==> src/rtl/beta_if_stage_pkg.sv <==
// Shared IF-stage types: IMEM and prefetch-buffer FSM state encodings.
package beta_if_stage_pkg;

    localparam int imem_fsm_bsize = 2;

    typedef enum logic [imem_fsm_bsize-1:0] {
        IMEM_IDLE = 2'b00,
        IMEM_REQ  = 2'b01,
        IMEM_WAIT = 2'b10
    } imem_state_e;

    localparam int pfb_fsm_bsize = 2;

    typedef enum logic [pfb_fsm_bsize-1:0] {
        PFB_IDLE  = 2'b00,
        PFB_RUN   = 2'b01,
        PFB_FLUSH = 2'b10
    } pfb_state_e;

endpackage

==> src/rtl/beta_pfb_fifo.sv <==
// Prefetch-buffer storage: circular array of {instr, pc} entries with count,
// synchronous clear and full/empty flags.
module beta_pfb_fifo #(
    parameter int Width = 64,
    parameter int Depth = 4
) (
    input  logic                     clk_i,
    input  logic                     rstn_i,
    input  logic                     clear,
    input  logic                     push,
    input  logic                     pop,
    input  logic [Width-1:0]         wdata,
    output logic [Width-1:0]         rdata,
    output logic                     full,
    output logic                     empty,
    output logic [$clog2(Depth):0]   count
);

    localparam int PtrW = $clog2(Depth);
    localparam int CntW = PtrW + 1;

    logic [Width-1:0] r_mem [Depth];
    logic [PtrW-1:0]  r_wr_ptr;
    logic [PtrW-1:0]  r_rd_ptr;
    logic [CntW-1:0]  r_count;
    logic             w_wr;
    logic             w_rd;

    assign full  = (r_count == CntW'(Depth));
    assign empty = (r_count == '0);
    assign count = r_count;
    assign rdata = r_mem[r_rd_ptr];

    // A full buffer still accepts a write when the head leaves in the same cycle
    assign w_rd = pop && !empty;
    assign w_wr = push && (!full || w_rd);

    // Entry storage; cleared only by reset so stale data never reads as X
    always_ff @(posedge clk_i) begin
        if (!rstn_i) begin
            for (int i = 0; i < Depth; i++) begin
                r_mem[i] <= '0;
            end
        end else if (!clear && w_wr) begin
            r_mem[r_wr_ptr] <= wdata;
        end
    end

    // Pointers and occupancy; clear dominates any same-cycle push or pop
    always_ff @(posedge clk_i) begin
        if (!rstn_i) begin
            r_wr_ptr <= '0;
            r_rd_ptr <= '0;
            r_count  <= '0;
        end else if (clear) begin
            r_wr_ptr <= '0;
            r_rd_ptr <= '0;
            r_count  <= '0;
        end else begin
            if (w_wr) begin
                r_wr_ptr <= r_wr_ptr + PtrW'(1);
            end
            if (w_rd) begin
                r_rd_ptr <= r_rd_ptr + PtrW'(1);
            end
            case ({w_wr, w_rd})
                2'b10:   r_count <= r_count + CntW'(1);
                2'b01:   r_count <= r_count - CntW'(1);
                default: r_count <= r_count;
            endcase
        end
    end

endmodule

==> src/rtl/beta_prefetch_buffer.sv <==
// Instruction prefetch buffer: one fetch in flight, flush/redirect handling.
// Optional same-cycle bypass of an empty buffer under BETA_PFB_BYPASS_EN.
module beta_prefetch_buffer
    import beta_if_stage_pkg::*;
#(
    parameter int                   DataWidth = 32,
    parameter int                   Depth     = 4,
    parameter logic [DataWidth-1:0] BootAddr  = 32'h0000_0000
) (
    input  logic                 clk_i,
    input  logic                 rstn_i,
    input  logic                 pfb_en_i,
    input  logic                 pfb_flush_i,
    input  logic [DataWidth-1:0] pfb_flush_addr_i,
    output logic                 pfb_fu_fetch_en_o,
    output logic [DataWidth-1:0] pfb_fu_addr_o,
    input  logic                 pfb_fu_new_instr_i,
    input  logic [DataWidth-1:0] pfb_fu_instr_i,
    output logic                 pfb_valid_o,
    output logic [DataWidth-1:0] pfb_instr_o,
    output logic [DataWidth-1:0] pfb_pc_o,
    input  logic                 pfb_ready_i
);

    localparam int                   CntW     = $clog2(Depth) + 1;
    localparam logic [CntW:0]        DepthLim = (CntW + 1)'(Depth);
    localparam logic [DataWidth-1:0] AddrStep = DataWidth'(4);

    pfb_state_e           r_state;
    logic                 r_outstanding;
    logic [DataWidth-1:0] r_fetch_addr;
    logic [DataWidth-1:0] r_req_pc;

    logic [CntW-1:0]      w_count;
    logic [CntW:0]        w_inflight;
    logic                 w_full;
    logic                 w_empty;
    logic                 w_fetch_en;
    logic                 w_push;
    logic                 w_fifo_push;
    logic                 w_pop;
    logic [DataWidth-1:0] w_head_instr;
    logic [DataWidth-1:0] w_head_pc;

    assign w_inflight = {1'b0, w_count} + {{CntW{1'b0}}, r_outstanding};
    assign w_fetch_en = (r_state == PFB_RUN) && !r_outstanding && !w_full
                        && (w_inflight < DepthLim) && !pfb_flush_i;

    assign pfb_fu_fetch_en_o = w_fetch_en;
    assign pfb_fu_addr_o     = r_fetch_addr;

    // Returns arriving in PFB_FLUSH, or alongside a flush, belong to the old stream
    assign w_push = (r_state == PFB_RUN) && pfb_fu_new_instr_i && !pfb_flush_i;
    assign w_pop  = !w_empty && pfb_ready_i && !pfb_flush_i;

`ifdef BETA_PFB_BYPASS_EN
    logic w_bypass;
    assign w_bypass    = w_push && w_empty;
    assign w_fifo_push = w_push && !(w_bypass && pfb_ready_i);
    assign pfb_valid_o = !w_empty || w_bypass;
    assign pfb_instr_o = w_bypass ? pfb_fu_instr_i : w_head_instr;
    assign pfb_pc_o    = w_bypass ? r_req_pc : w_head_pc;
`else
    assign w_fifo_push = w_push;
    assign pfb_valid_o = !w_empty;
    assign pfb_instr_o = w_head_instr;
    assign pfb_pc_o    = w_head_pc;
`endif

    // Control FSM, in-flight flag, fetch address and the PC tagged to the pending request
    always_ff @(posedge clk_i) begin
        if (!rstn_i) begin
            r_state       <= PFB_IDLE;
            r_outstanding <= 1'b0;
            r_fetch_addr  <= BootAddr;
            r_req_pc      <= '0;
        end else begin
            case (r_state)
                PFB_IDLE:  r_state <= pfb_en_i ? PFB_RUN : PFB_IDLE;
                PFB_RUN:   r_state <= (pfb_flush_i && r_outstanding && !pfb_fu_new_instr_i)
                                      ? PFB_FLUSH : PFB_RUN;
                PFB_FLUSH: r_state <= pfb_fu_new_instr_i ? PFB_RUN : PFB_FLUSH;
                default:   r_state <= PFB_IDLE;
            endcase

            if (w_fetch_en) begin
                r_outstanding <= 1'b1;
                r_req_pc      <= r_fetch_addr;
            end else if (pfb_fu_new_instr_i) begin
                r_outstanding <= 1'b0;
            end

            if (pfb_flush_i) begin
                r_fetch_addr <= pfb_flush_addr_i;
            end else if (w_fetch_en) begin
                r_fetch_addr <= r_fetch_addr + AddrStep;
            end
        end
    end

    beta_pfb_fifo #(
        .Width (2 * DataWidth),
        .Depth (Depth)
    ) u_fifo (
        .clk_i  (clk_i),
        .rstn_i (rstn_i),
        .clear  (pfb_flush_i),
        .push   (w_fifo_push),
        .pop    (w_pop),
        .wdata  ({pfb_fu_instr_i, r_req_pc}),
        .rdata  ({w_head_instr, w_head_pc}),
        .full   (w_full),
        .empty  (w_empty),
        .count  (w_count)
    );

endmodule

==> config.mk <==
export PLATFORM = sky130hd
export DESIGN_NAME = beta_prefetch_buffer
export DESIGN_NICKNAME = d
export VERILOG_FILES = /design/src/rtl/beta_if_stage_pkg.sv /design/src/rtl/beta_pfb_fifo.sv /design/src/rtl/beta_prefetch_buffer.sv
export SDC_FILE = /design/constraint.sdc
export NUM_CORES = 1
export LEC_CHECK = 0
export ABC_AREA = 1
export CORE_UTILIZATION = 30
export CTS_CLUSTER_SIZE = 12
export DETAILED_ROUTE_END_ITERATION = 10
export PLACE_DENSITY = 0.51
export SLEW_MARGIN = 20
export SYNTH_ARGS = -nofsm -noshare
export SYNTH_HDL_FRONTEND = slang
export SYNTH_HIERARCHICAL = 1
export SYNTH_SLANG_ARGS = --single-unit
==> constraint.sdc <==
create_clock -name clk_i -period 19.9 [get_ports clk_i]
set_clock_uncertainty 0.1 [all_clocks]
set_input_delay 1.99 -clock clk_i [delete_from_list [all_inputs] [get_ports clk_i]]
set_output_delay 1.99 -clock clk_i [all_outputs]
set_load 0.02 [all_outputs]
# Word-level counts from Yosys, hierarchy flattened
# Memory sizes are Yosys's and may differ from the RTL's. A register that Yosys moved wholly into a read port is not among the register bits.
# Index checks and enable logic that the tools add are counted.
[op_classes]
addsub = 6
n_lt_le_gt_ge = 1
n_eq_ne = 5
mux = 18
n_bitwise = 1
reduce_logical = 26
[ops]
columns = ["cell", "n"]
rows = [
  ["32-bit 2-to-1 mux", 2],
  ["64-bit 2-to-1 mux", 1],
  ["64-bit OR reduction", 1],
  ["32-bit by 3-bit adder with 32-bit output (second input constant)", 1],
  ["1-bit logical AND", 13],
  ["2-bit 2-to-1 mux", 5],
  ["1-bit 2-to-1 mux", 8],
  ["2-bit case mux with 3 select lines", 1],
  ["3-bit case mux with 2 select lines", 1],
  ["2-bit nonzero test", 3],
  ["1-bit zero test", 5],
  ["2-bit by 1-bit adder with 2-bit output (second input constant)", 2],
  ["3-bit by 1-bit adder with 4-bit output", 1],
  ["2-bit by 1-bit equality test with 1-bit output (second input constant)", 2],
  ["2-bit equality test (second input constant)", 2],
  ["4-bit by 3-bit less-than comparator with 1-bit output (second input constant)", 1],
  ["3-bit by 1-bit adder with 3-bit output (second input constant)", 1],
  ["3-bit equality test (second input constant)", 1],
  ["3-bit zero test", 1],
  ["3-bit by 1-bit subtractor with 3-bit output (second input constant)", 1],
  ["2-bit zero test", 1],
  ["2-bit OR reduction", 1],
  ["1-bit logical OR", 1],
  ["1-bit NOT", 1],
]
[totals]
register_bits = 74
ram_bits = 256
input_bits = 70
output_inout_bits = 98
wordCells = 65
memories = 1
[memory_table]
columns = ["name", "words", "width", "rd", "rd_ports_with_merged_regs", "wr", "line", "source"]
rows = [
  ["u_fifo.r_mem", 4, 64, 1, 1, 4, "beta_pfb_fifo.sv:22", "logic [Width-1:0] r_mem [Depth];"],
]

# Longest topological paths before layout
# Gate-level depths: netlist of the first run.
[logic_depth]
depth_word = 13
depth_mapped = 15
mapped_depth_nobuf = 15

# Modules after synthesis
# The synthesis of the first run kept the hierarchy.
[by_module_without_submodules]
columns = ["module", "instances", "cells_each", "area_each_um2", "seq_area_each_um2"]
rows = [
  ["beta_pfb_fifo", 1, 1090, 11634.9, 7867.5],
  ["beta_prefetch_buffer", 1, 529, 3488.3, 1341.3],
]

# Least setup slack after synthesis of the first run
# OpenSTA, ideal clock, no wires.
[synth_timing]
path_type = "input -> register"
startpoint = "in pfb_flush_i"
endpoint = "mem u_fifo.r_mem[0][0], enable pin"
setup_time_ns = 0.574
arrival_ns = 7.916
required_ns = 19.226
path_slack_ns = 11.310
stages = 9
n_path_buf = 4
cell_sequence = "buf_2 > buf_2 > buf_1 > nor4_1 > nand2_1 > nor2_2 > nand2_1 > buf_2 > o21ai_0"
[synth_lines]
columns = ["item", "line", "source"]
rows = [
  ["start: declaration", "beta_prefetch_buffer.sv:13", "input logic pfb_flush_i,"],
  ["end: declaration", "beta_pfb_fifo.sv:22", ""],
]

# Worst setup path in the final report of the first run
[layout_timing]
startpoint = "in pfb_flush_i"
endpoint = "out pfb_fu_fetch_en_o"
[layout_between]
elab_chain_cells = 2
[layout_lines]
columns = ["item", "line", "source"]
rows = [
  ["1-bit zero test", "beta_prefetch_buffer.sv:47", "&& (w_inflight < DepthLim) && !pfb_flush_i;"],
  ["1-bit logical AND", "beta_prefetch_buffer.sv:47", ""],
  ["end: declaration", "beta_prefetch_buffer.sv:15", "output logic pfb_fu_fetch_en_o,"],
]
# No other way between the ends.

==> results of run 1 <==
## cells by family after synthesis
| family | Yosys count |
|---|---|
| AO/OA/AOI/OAI | 285 |
| XOR/XNOR | 9 |
| adder cells (fa/ha/maj) | 2 |
| buffers and inverters | 289 |
| flip-flops | 332 |
| AND/OR/NAND/NOR | 702 |
## registers in the layout (all words and copies together) (netlist names), named ones only
register / cells
r_state: 2
u_fifo/r_rd_ptr: 2
u_fifo/r_mem: 256
u_fifo/r_wr_ptr: 2
pfb_fu_addr_o: 32
r_outstanding: 1
r_req_pc: 32
u_fifo/count: 3
## worst max-delay path: stages
cell and delay [ns]:
clkdlybuf4s50_1 0.40, buf_4 0.26, inv_4 0.17, nand4_4 0.50, inv_2 0.84, clkdlybuf4s50_1 0.75
## synthesized netlist by cell type (all sizes together)
cell | instances | area [um^2]
buf | 47 | 303
xor2 | 7 | 61.3
nand2 | 211 | 805
nor2 | 346 | 1450
o211ai | 1 | 7.51
a31oi | 6 | 37.5
a21oi | 35 | 175
o21a | 1 | 7.51
xnor2 | 2 | 17.5
inv | 187 | 704
o21ai | 176 | 881
nand3b | 7 | 56.3
nand3 | 36 | 203
o22ai | 64 | 400
clkbuf | 52 | 195
dfxtp | 76 | 1520
ha | 1 | 12.5
a21boi | 2 | 15.0
fa | 1 | 20.0
edfxtp | 256 | 7690
nand4 | 13 | 96.3
clkinv | 3 | 11.3
nor3 | 88 | 445
nor4 | 1 | 6.26
## metal layers
layer | vias up | global-route usage, %
met5 | - | 0
met4 | 0 | 3.16
met2 | 358 | 28.0
met3 | 46 | 3.10
met1 | 5620 | 23.2
li1 | 5655 | -
## where the power goes
part | total (uW) | internal (uW) | switching, uW | leakage [uW]
clock | 702 | 430 | 273 | 0.000625
sequential | 788 | 772 | 16.0 | 0.00327
combinational | 108 | 40.8 | 66.8 | 0.00321
total | 1600 | 1240 | 356 | 0.00711
## cells in the final DEF (no fill, tap or decap), types with 2 or more instances in the layout
master / synthesis / final
edfxtp_1: 256 / 256
o21ai_0: 174 / 173
nand3b_1: 6 / 6
nand3_1: 33 / 33
buf_4: 4 / 11
xnor2_1: 2 / 2
clkinv_1: 3 / 7
clkbuf_1: 52 / 7
a31oi_1: 6 / 6
clkdlybuf4s50_1: 0 / 166
nor2_1: 294 / 294
bufinv_16: 0 / 3
a21oi_1: 35 / 35
nand2_2: 5 / 5
o22ai_1: 64 / 64
inv_1: 182 / 180
clkbuf_16: 0 / 42
dfxtp_4: 0 / 2
clkinv_2: 0 / 7
inv_2: 4 / 6
a21boi_0: 2 / 2
nand3_4: 1 / 2
nand4_1: 12 / 12
nand2_1: 206 / 203
nand2_4: 0 / 3
clkbuf_8: 0 / 2
nor3_1: 87 / 87
o21ai_1: 2 / 2
inv_4: 1 / 2
nor2_4: 5 / 6
nor2_2: 47 / 46
xor2_1: 7 / 7
dfxtp_1: 76 / 73
## metrics by stage
stage	hold WS, ns	setup slack, ns	power (uW)
6_report	0.364	12.88	1600
5_1_grt	0.381	12.61	1650
4_1_cts	0.364	12.84	1620
3_5_place_dp	0.353	12.84	911
3_3_place_gp	0.347	12.87	910
2_1_floorplan	0.336	11.31	854
## worst max path at each step
| stage | endpoint | from | slack, ns |
|---|---|---|---|
| floorplan | u_fifo/r_mem[0][0] | pfb_flush_i | 11.31 |
| global placement | pfb_fu_fetch_en_o | pfb_flush_i | 12.87 |
| detailed placement | pfb_fu_fetch_en_o | pfb_flush_i | 12.84 |
| CTS | pfb_fu_fetch_en_o | pfb_flush_i | 12.84 |
| global route | pfb_fu_fetch_en_o | pfb_flush_i | 12.61 |
| finish | pfb_fu_fetch_en_o | pfb_flush_i | 12.88 |
## area by class of cell
class,instances,area (um^2)
clock inverters,16,151
well taps,664,831
inverters,190,719
fillers,4958,30800
flip-flops and latches,332,9220
multi-input cells,998,4750
repair buffers,179,1780
clock buffers,52,1110
==> summary.md, run 1 <==
| Metric | Value |
|---|---|
| Status | `finished, final reports clean` |
| Slew Limit Fails | `0` |
| CP startpoint kind | `input pin` |
| Clk pin slew, worst setup/hold paths | `around 0.05 ns` |
| Post-Synth XOR/XNOR Area | `0.521%` |
| Top Layer Used | `met4` |
| Post-DR vias/cell | `4.80` |
| TritonCTS clock tree | `yes` |
| CTS Root Cell | `clkbuf_16` |
| Overall routing resource usage | `~17%` |
| Clk_lat worst skew | `approximately 0.52 ns` |
| Seq/Total Area, Yosys | `between 60% and 70%` |
| Avg Cell Area, Syn | `9.34 um^2` |
| WL final | `43400 um` |
| Vias in the first global route | `between 10000 and 15000` |
| P_leak | `0.00711 uW` |
| Worst Path Max Fanout | `52` |
| Final setup vio count | `0` |
| RSZ-0062 raised after global routing | `false` |
| Fin. Hold Viols | `0` |
| First-pass GRT wire length | `66800 um` |
| Fmax | `142 MHz` |
| Initial antenna violation count | `0` |
| Antenna Cells | `0` |
| Hold Buf Count CTS | `0` |
| Layout cell share with drive strength beyond 1 | `8.32%` |
| Die area | `slightly above 50000 um^2` |
| Simple-gate area share of the yosys netlist | `20.3%` |
| I/O Pins | `168` |
| Met2 WL | `20400 um` |
| Number of synthesized register bits | `332` |
| DR WL/cell | `17.8 um` |
| FF-to-FF setup slack | `15.60 ns` |
| Number of setup buffers added after CTS | `0` |
| Hold Path Stages | `2` |
| Die height | `227 um` |
| Vias | `11700` |
| Dpl cells | `2362` |
| Slew Limit Headroom | `roughly 28%` |
| Largest family of logic cells by synthesized area | `simple AND/OR/NAND/NOR gates` |
| FF-to-FF End | `u_fifo/r_mem[0][35]` |
| Gr ovfl total | `0` |
| # nets final | `1811` |
| Post-synth cell types | `39` |
| DIE WIDTH | `227 um` |
| Post-layout instance area | `18600 um^2` |
| Worst-Margin Slew | `1.08 ns` |
| DR WL met3 | `about 2700 um` |
| Metal-1 WL | `between 15000 and 20000 um` |
| CP required | `17.81 ns` |
| Post-Syn Nets | `1691` |
| Crit path DAT | `between 4 and 5 ns` |
| Area growth from synthesis to layout | `22.7%` |
| Compound-cell area share of the yosys netlist | `10.1%` |
| Reg-to-reg startpoint | `u_fifo/count[2]` |
| Core Region | `49400 um^2` |
| Worst vdd ir | `roughly 54 uV` |
| DRC | `0` |
| Pwr/cell area | `approximately 86 nW/um^2` |
| Clock sinks | `332` |
| DR iter-0 viols | `around 850` |
| Largest net degree at the start of global routing | `81` |
| Crit end category | `output port` |
| Router iterations before antenna repair | `5` |
| Mapped Area | `15100 um^2` |
| Non-Filler Instances | `2431` |
| Min Clock Period, post-route | `7.02 ns` |
| Adder-cell share of the synthesized area | `less than 1%` |
| Final Cycle Share | `35.3%` |
| Register-to-Register Path Depth | `13` |
| Post-layout util | `37.6%` |
| Final GP Congestion | `0.859` |
| Min-Delay Path Class | `reg2reg` |
| MaxCap Viol Count | `0` |
| TritonCTS buffer count | `38` |
| Yosys warnings | `6` |
| Hold path start | `u_fifo/r_rd_ptr[1]` |
| Initial Utilization | `between 30% and 40%` |
| Critical path class | `in2out` |
| Antenna Nets Post-Route | `0` |
| Maximum buffer depth of the clock tree | `3` |
| Port Buffers | `167` |
| Post-Syn Instances | `1619` |
| Post_cts resized | `0` |
| # rows | `81` |
| Sum of negative setup slack | `0 ns` |
| Mux cell area share after synthesis | `0%` |
| DP HPWL | `~25000 um` |
| H-tree depth | `2` |
| Placed Instance Area | `17300 um^2` |
(Power assumes the default switching activity.)
==> run 2, diff against run 1 <==
- clock period: 19.9 -> 7.3 ns (I/O delays scaled with it)
==> summary.md, run 2 (same netlist as run 1, synthesis figures left out) <==
| Metric | Value |
|---|---|
| CP startpoint kind | `input pin` |
| Core Region | `49400 um^2 (unchanged)` |
| Top reg by flops | `u_fifo/r_mem` |
| DR WL/cell | `17.5 um (-1.7%)` |
| Router iterations before antenna repair | `8 (+3)` |
| FF/Latch Area | `9220 um^2 (unchanged)` |
| Min Clock Period, post-route | `4.53 ns` |
| Gate power share | `6.9% (+0.2 points)` |
| CP required | `6.47 ns (-11.34 ns)` |
| Critical-path cell list | `clkdlybuf4s50_1 > buf_4 > inv_4 > nand4_4 > inv_2 > clkdlybuf4s50_1` |
| Antenna Cells | `0 (unchanged)` |
| FF-to-FF setup slack | `3.37 ns (-12.23 ns)` |
| Most frequent CP cell | `clkdlybuf4s50_1` |
| Antenna Nets Post-Route | `0 (unchanged)` |
| Post-DR vias/cell | `4.74 (-1.3%)` |
| Clk_lat worst skew | `0.53 ns (about the same)` |
| Largest net degree at the start of global routing | `91 (+12%)` |
| TritonCTS clock tree | `yes` |
| Overall routing resource usage | `16.7% (-0.18 points)` |
| Switching pwr | `973 uW (+170%)` |
| # nets final | `1810 (-0.055%)` |
| Maximum buffer depth of the clock tree | `3 (unchanged)` |
| CTS Root Cell | `clkbuf_16` |
| Flop pwr share | `50.8% (+1.5 points)` |
| Fin. Hold Viols | `0 (unchanged)` |
| Final GP Congestion | `0.826 (-3.9%)` |
| Area of the multi-input gates | `4750 um^2 (unchanged)` |
| WL final | `42600 um (-1.8%)` |
| Non-Filler Instances | `2429 (-0.082%)` |
| Vias | `11500 (-1.4%)` |
| Max FFs per register | `256 (unchanged)` |
| Most frequent cells in the layout | `nor2_1 (294), edfxtp_1 (256), nand2_1 (203)` |
| GR peak layer | `met2` |
| First-pass GRT wire length | `66000 um (-1.2%)` |
| Worst Path Max Fanout | `52 (unchanged)` |
| P_leak | `0.00704 uW (-0.96%)` |
| MaxCap Viol Count | `0 (unchanged)` |
| Net Sw Frac | `23.0% (+0.78 points)` |
| TritonCTS buffer count | `37 (-2.6%)` |
| # rows | `81 (unchanged)` |
| Hold Path Stages | `2 (unchanged)` |
| Worst path slowest cell | `inv_2` |
| Gr ovfl total | `0 (unchanged)` |
| Crit path DAT | `3.70 ns (-1.23 ns)` |
| CP peak stage delay | `0.84 ns (about the same)` |
| Initial antenna violation count | `0 (unchanged)` |
| Most common cell after layout, fill and taps aside | `nor2_1` |
| Status | `finished, final reports clean` |
| I/O Pins | `168 (unchanged)` |
| DRC | `0 (unchanged)` |
| Critical path class | `in2out` |
| Reg-to-reg startpoint | `u_fifo/count[2]` |
| Met3 usage | `2.73% (-0.36 points)` |
| M1 GR Usage | `23.0% (-0.18 points)` |
| Die area | `51300 um^2 (unchanged)` |
| Register-to-Register Path Depth | `13 (unchanged)` |
| Clock power share | `42.3% (-1.7 points)` |
| FF-to-FF End | `u_fifo/r_mem[1][18]` |
| Port Buffers | `167 (unchanged)` |
| Pwr/cell area | `230 nW/um^2 (+170%)` |
| Die height | `227 um (unchanged)` |
| Clock sinks | `332 (unchanged)` |
| Area growth from synthesis to layout | `21.8%` |
| Filler instances | `5084 (+2.5%)` |
| DP HPWL | `25200 um (+0.89%)` |
| Post_cts resized | `0 (unchanged)` |
| Fmax | `~220 MHz` |
| Number of setup buffers added after CTS | `0 (unchanged)` |
| DIE WIDTH | `227 um (unchanged)` |
| DR iter-0 viols | `751 (-11%)` |
| RSZ-0062 raised after global routing | `false` |
| Layout cell share with drive strength beyond 1 | `8.05% (-0.27 points)` |
| Hold path start | `u_fifo/r_rd_ptr[1]` |
| Sum of negative setup slack | `0 ns (unchanged)` |
| Crit end category | `output port` |
| Initial Utilization | `30.6% (unchanged)` |
| Final Cycle Share | `62.1%` |
| Dpl cells | `2363 (+0.042%)` |
| Worst vdd ir | `144 uV (+170%)` |
| H-tree depth | `2 (unchanged)` |
| Slew Limit Headroom | `28.7% (+0.78 points)` |
| Min-Delay Path Class | `reg2reg` |
| Slew Limit Fails | `0 (unchanged)` |
| Vias in the first global route | `11500 (-0.50%)` |
| Clk pin slew, worst setup/hold paths | `0.06 ns (about the same)` |
| Worst-Margin Slew | `1.07 ns (-0.0116 ns)` |
| Met2 Track Usage GR | `27.4% (-0.57 points)` |
| Int Pwr | `3250 uW (+160%)` |
| Final setup vio count | `0 (unchanged)` |
| Hold Buf Count CTS | `0 (unchanged)` |
## run 2: changes by cell type in the layout (fill, tap and decap cells not counted)
| cell | delta |
|---|---|
| clkbuf_8 | +1 |
| buf_16 | -1 |
| clkbuf_1 | +1 |
| buf_4 | +1 |
| clkinv_1 | +2 |
| bufinv_16 | -2 |
| clkbuf_16 | -3 |
| clkbuf_4 | -1 |
## run 2: worst max-delay path by stage
stage,cells after the start,start,endpoint,slack [ns]
2_1_floorplan,9,pfb_flush_i,u_fifo/r_mem[0][0],1.70
3_3_place_gp,8,pfb_flush_i,u_fifo/r_mem[1][42],2.34
3_5_place_dp,8,pfb_flush_i,u_fifo/r_mem[1][42],2.28
4_1_cts,6,pfb_flush_i,pfb_fu_fetch_en_o,2.71
5_1_grt,6,pfb_flush_i,pfb_fu_fetch_en_o,2.54
6_report,6,pfb_flush_i,pfb_fu_fetch_en_o,2.77
## run 2: power groups by stage
stage	logic (uW)	registers [uW]	clock network [uW]
final	292	2150	1790
after global routing	321	2150	1910
after CTS	298	2150	1840
after detailed placement	296	2190	0
after global placement	296	2190	0
after floorplan	142	2190	0
## run 2: routing by layer
| layer | share of wire, % | routed length, um |
|---|---|---|
| met4 | 1.7 | 708 |
| met5 | 0 | 0 |
| met2 | 46 | 19800 |
| met3 | 5.0 | 2110 |
| met1 | 47 | 20000 |
## run 2: area by class of cell
cell class	instances	share of cell area, %
clock buffers	50	5.69
clock inverters	16	0.537
inverters	190	3.91
multi-input cells	998	25.8
flip-flops and latches	332	50.0
well taps	664	4.51
repair buffers	179	9.54
## run 2: metrics by stage
| step | instance area [um^2] | util [%] | hold slack [ns] | worst slack, ns | total power, uW |
|---|---|---|---|---|---|
| finish | 18400 | 37.3 | 0.358 | 2.77 | 4230 |
| global route | 18400 | 37.3 | 0.403 | 2.54 | 4380 |
| CTS | 18400 | 37.3 | 0.360 | 2.71 | 4280 |
| detailed placement | 17300 | 35.0 | 0.350 | 2.28 | 2480 |
| global placement | 17300 | 35.0 | 0.343 | 2.34 | 2480 |
| floorplan | 15100 | - | 0.336 | 1.70 | 2330 |
## run 2: critical path, delay by kind of cell
| family | cells | cell delay, ns |
|---|---|---|
| buffers and inverters | 5 | 2.42 |
| and+or+nand+nor | 1 | 0.50 |
==> run 3, diff against run 2 <==
- clock period: 7.3 -> 4.6 ns (I/O delays scaled with it)
==> summary.md, run 3 (same netlist as run 1, synthesis figures left out) <==
| Metric | Value |
|---|---|
| Status | `finished, final reports clean` |
| Core Region | `49400 um^2 (unchanged)` |
| Net Sw Frac | `22.9% (-0.17 points)` |
| Min Clock Period, post-route | `3.62 ns` |
| DIE WIDTH | `227 um (unchanged)` |
| Switching pwr | `1550 uW (+59%)` |
| Fmax | `between 200 and 300 MHz` |
| H-tree depth | `2 (unchanged)` |
| Area growth from synthesis to layout | `23.0%` |
| Die area | `51300 um^2 (unchanged)` |
| # rows | `81 (unchanged)` |
| Crit path DAT | `3.06 ns (-0.64 ns)` |
| MaxCap Viol Count | `0 (unchanged)` |
| Worst path slowest cell | `clkdlybuf4s50_1` |
| Clk pin slew, worst setup/hold paths | `0.05 ns (about the same)` |
| Fin. Hold Viols | `0 (unchanged)` |
| Most frequent CP cell | `buf_4` |
| # nets final | `1821 (+0.61%)` |
| CP peak stage delay | `0.63 ns (-0.21 ns)` |
| Slew Limit Headroom | `25.6% (-3.1 points)` |
| Dpl cells | `2373 (+0.42%)` |
| Worst slack, placed | `1.19 ns (-1.09 ns)` |
| Final GP Congestion | `0.856 (+3.7%)` |
| Largest net degree at the start of global routing | `71 (-22%)` |
| Antenna Cells | `0 (unchanged)` |
| Hold Path Stages | `2 (unchanged)` |
| Initial Utilization | `30.6% (unchanged)` |
| Clk_lat worst skew | `0.53 ns (about the same)` |
| Vias in the first global route | `11700 (+1.7%)` |
| I/O Pins | `168 (unchanged)` |
| DP HPWL | `26300 um (+4.4%)` |
| Int Pwr | `5240 uW (+61%)` |
| Maximum buffer depth of the clock tree | `3 (unchanged)` |
| Most frequent cells in the layout | `nor2_1 (294), edfxtp_1 (256), nand2_1 (203)` |
| Overall Power | `6790 uW (+61%)` |
| Most common cell after layout, fill and taps aside | `nor2_1` |
| Clock sinks | `332 (unchanged)` |
| Router iterations before antenna repair | `5 (-3)` |
| Sum of negative setup slack | `0 ns (unchanged)` |
| CTS Root Cell | `clkbuf_16` |
| Flop pwr share | `50.2% (-0.6 points)` |
| WL final | `44200 um (+3.9%)` |
| Post_cts resized | `0 (unchanged)` |
| Clock power share | `42.7% (+0.4 points)` |
| RSZ-0062 raised after global routing | `false` |
| Min-Delay Path Class | `reg2reg` |
| Vias | `11800 (+2.1%)` |
| Max FFs per register | `256 (unchanged)` |
| Overall routing resource usage | `17.3% (+0.61 points)` |
| Number of setup buffers added after CTS | `0 (unchanged)` |
| Slew Limit Fails | `0 (unchanged)` |
| P_leak | `0.00712 uW (+1.2%)` |
| CP required | `4.04 ns (-2.43 ns)` |
| Port Buffers | `167 (unchanged)` |
| TritonCTS buffer count | `38 (+2.7%)` |
| Antenna Nets Post-Route | `0 (unchanged)` |
| Gate power share | `7.1% (+0.2 points)` |
| Worst Path Max Fanout | `55 (+5.8%)` |
| Top reg by flops | `u_fifo/r_mem` |
| Final setup vio count | `0 (unchanged)` |
| Post-DR vias/cell | `4.82 (+1.6%)` |
| Critical path class | `reg2out` |
| TritonCTS clock tree | `yes` |
| Gr ovfl total | `0 (unchanged)` |
| Register-to-Register Path Depth | `13 (unchanged)` |
| Worst vdd ir | `264 uV (+83%)` |
| Die height | `227 um (unchanged)` |
| Critical-path cell list | `inv_4 > buf_4 > buf_4 > o21ai_0 > o22ai_1 > clkdlybuf4s50_1` |
| Post-layout instance area | `18600 um^2 (+0.96%)` |
| Pwr/cell area | `365 nW/um^2 (+59%)` |
| DR WL/cell | `18.1 um (+3.4%)` |
| Layout cell share with drive strength beyond 1 | `8.50% (+0.45 points)` |
| DRC | `0 (unchanged)` |
| Crit end category | `output port` |
| Worst-Margin Slew | `1.12 ns (+0.0464 ns)` |
| Non-Filler Instances | `2441 (+0.49%)` |
| First-pass GRT wire length | `68000 um (+3.0%)` |
| DR iter-0 viols | `861 (+15%)` |
| Initial antenna violation count | `0 (unchanged)` |
| CP startpoint kind | `flop` |
| Placed Instance Area | `17400 um^2 (+0.80%)` |
| Final setup margin | `0.982 ns (-1.79 ns)` |
| Hold Buf Count CTS | `0 (unchanged)` |
| Final Cycle Share | `78.6%` |
run 3: cell count changes in the layout (fill, tap and decap cells not counted):
cell / before / now
clkbuf_8: 3 / 2
clkinv_2: 7 / 5
clkinv_1: 9 / 8
clkbuf_1: 8 / 12
buf_12: 0 / 5
clkbuf_16: 39 / 41
inv_8: 0 / 1
inv_6: 1 / 0
buf_4: 12 / 17
run 3: critical path, delay by kind of cell, from the launching register on:
family                 cells  cell delay, ns
buffers and inverters      4            1.81
flip-flops                 1            0.35
AO/OA/AOI/OAI              2            0.33
run 3: power groups by stage:
stage | Sequential, uW | Clock [uW] | Combinational, uW
after detailed placement | 3470 | 0 | 488
after global placement | 3460 | 0 | 486
after global routing | 3420 | 3100 | 526
after floorplan | 3470 | 0 | 226
after CTS | 3400 | 2980 | 491
final | 3400 | 2900 | 482
run 3: path summary, 6_finish.rpt:
| check | startpoint | to | slack, ns |
|---|---|---|---|
| min reg2reg | u_fifo/r_rd_ptr[1] | flop | 0.36 |
| max reg2reg | u_fifo/count[2] | u_fifo/r_mem[1][0] | 1.72 |
| max | flop | pfb_instr_o[15] | 0.98 |
| min | u_fifo/r_rd_ptr[1] | flop | 0.36 |
run 3: routing by layer:
layer  share of wire, %  vias up  routed length, um  track usage (%)
met3                5.6       44               2470             2.73
met5                  0        -                  0                0
li1                   -     5689                  -                -
met2                 48      353              21300             29.0
met1                 45     5668              19800             23.4
met4                1.6        0                725             4.12
run 3: stage by stage:
stage	hold WS [ns]	utilization (%)
global route	0.398	37.7
CTS	0.359	37.7
floorplan	0.336	-
finish	0.360	37.7
detailed placement	0.349	35.3
global placement	0.351	35.3
run 3: cell type report:
cell class,instances,area (um^2)
clock buffer,55,1100
timing repair buffer,189,1890
clock inverter,13,87.6
fill,5024,30800
multi-input combinational,998,4750
inverter,190,719
tap,664,831
sequential,332,9220
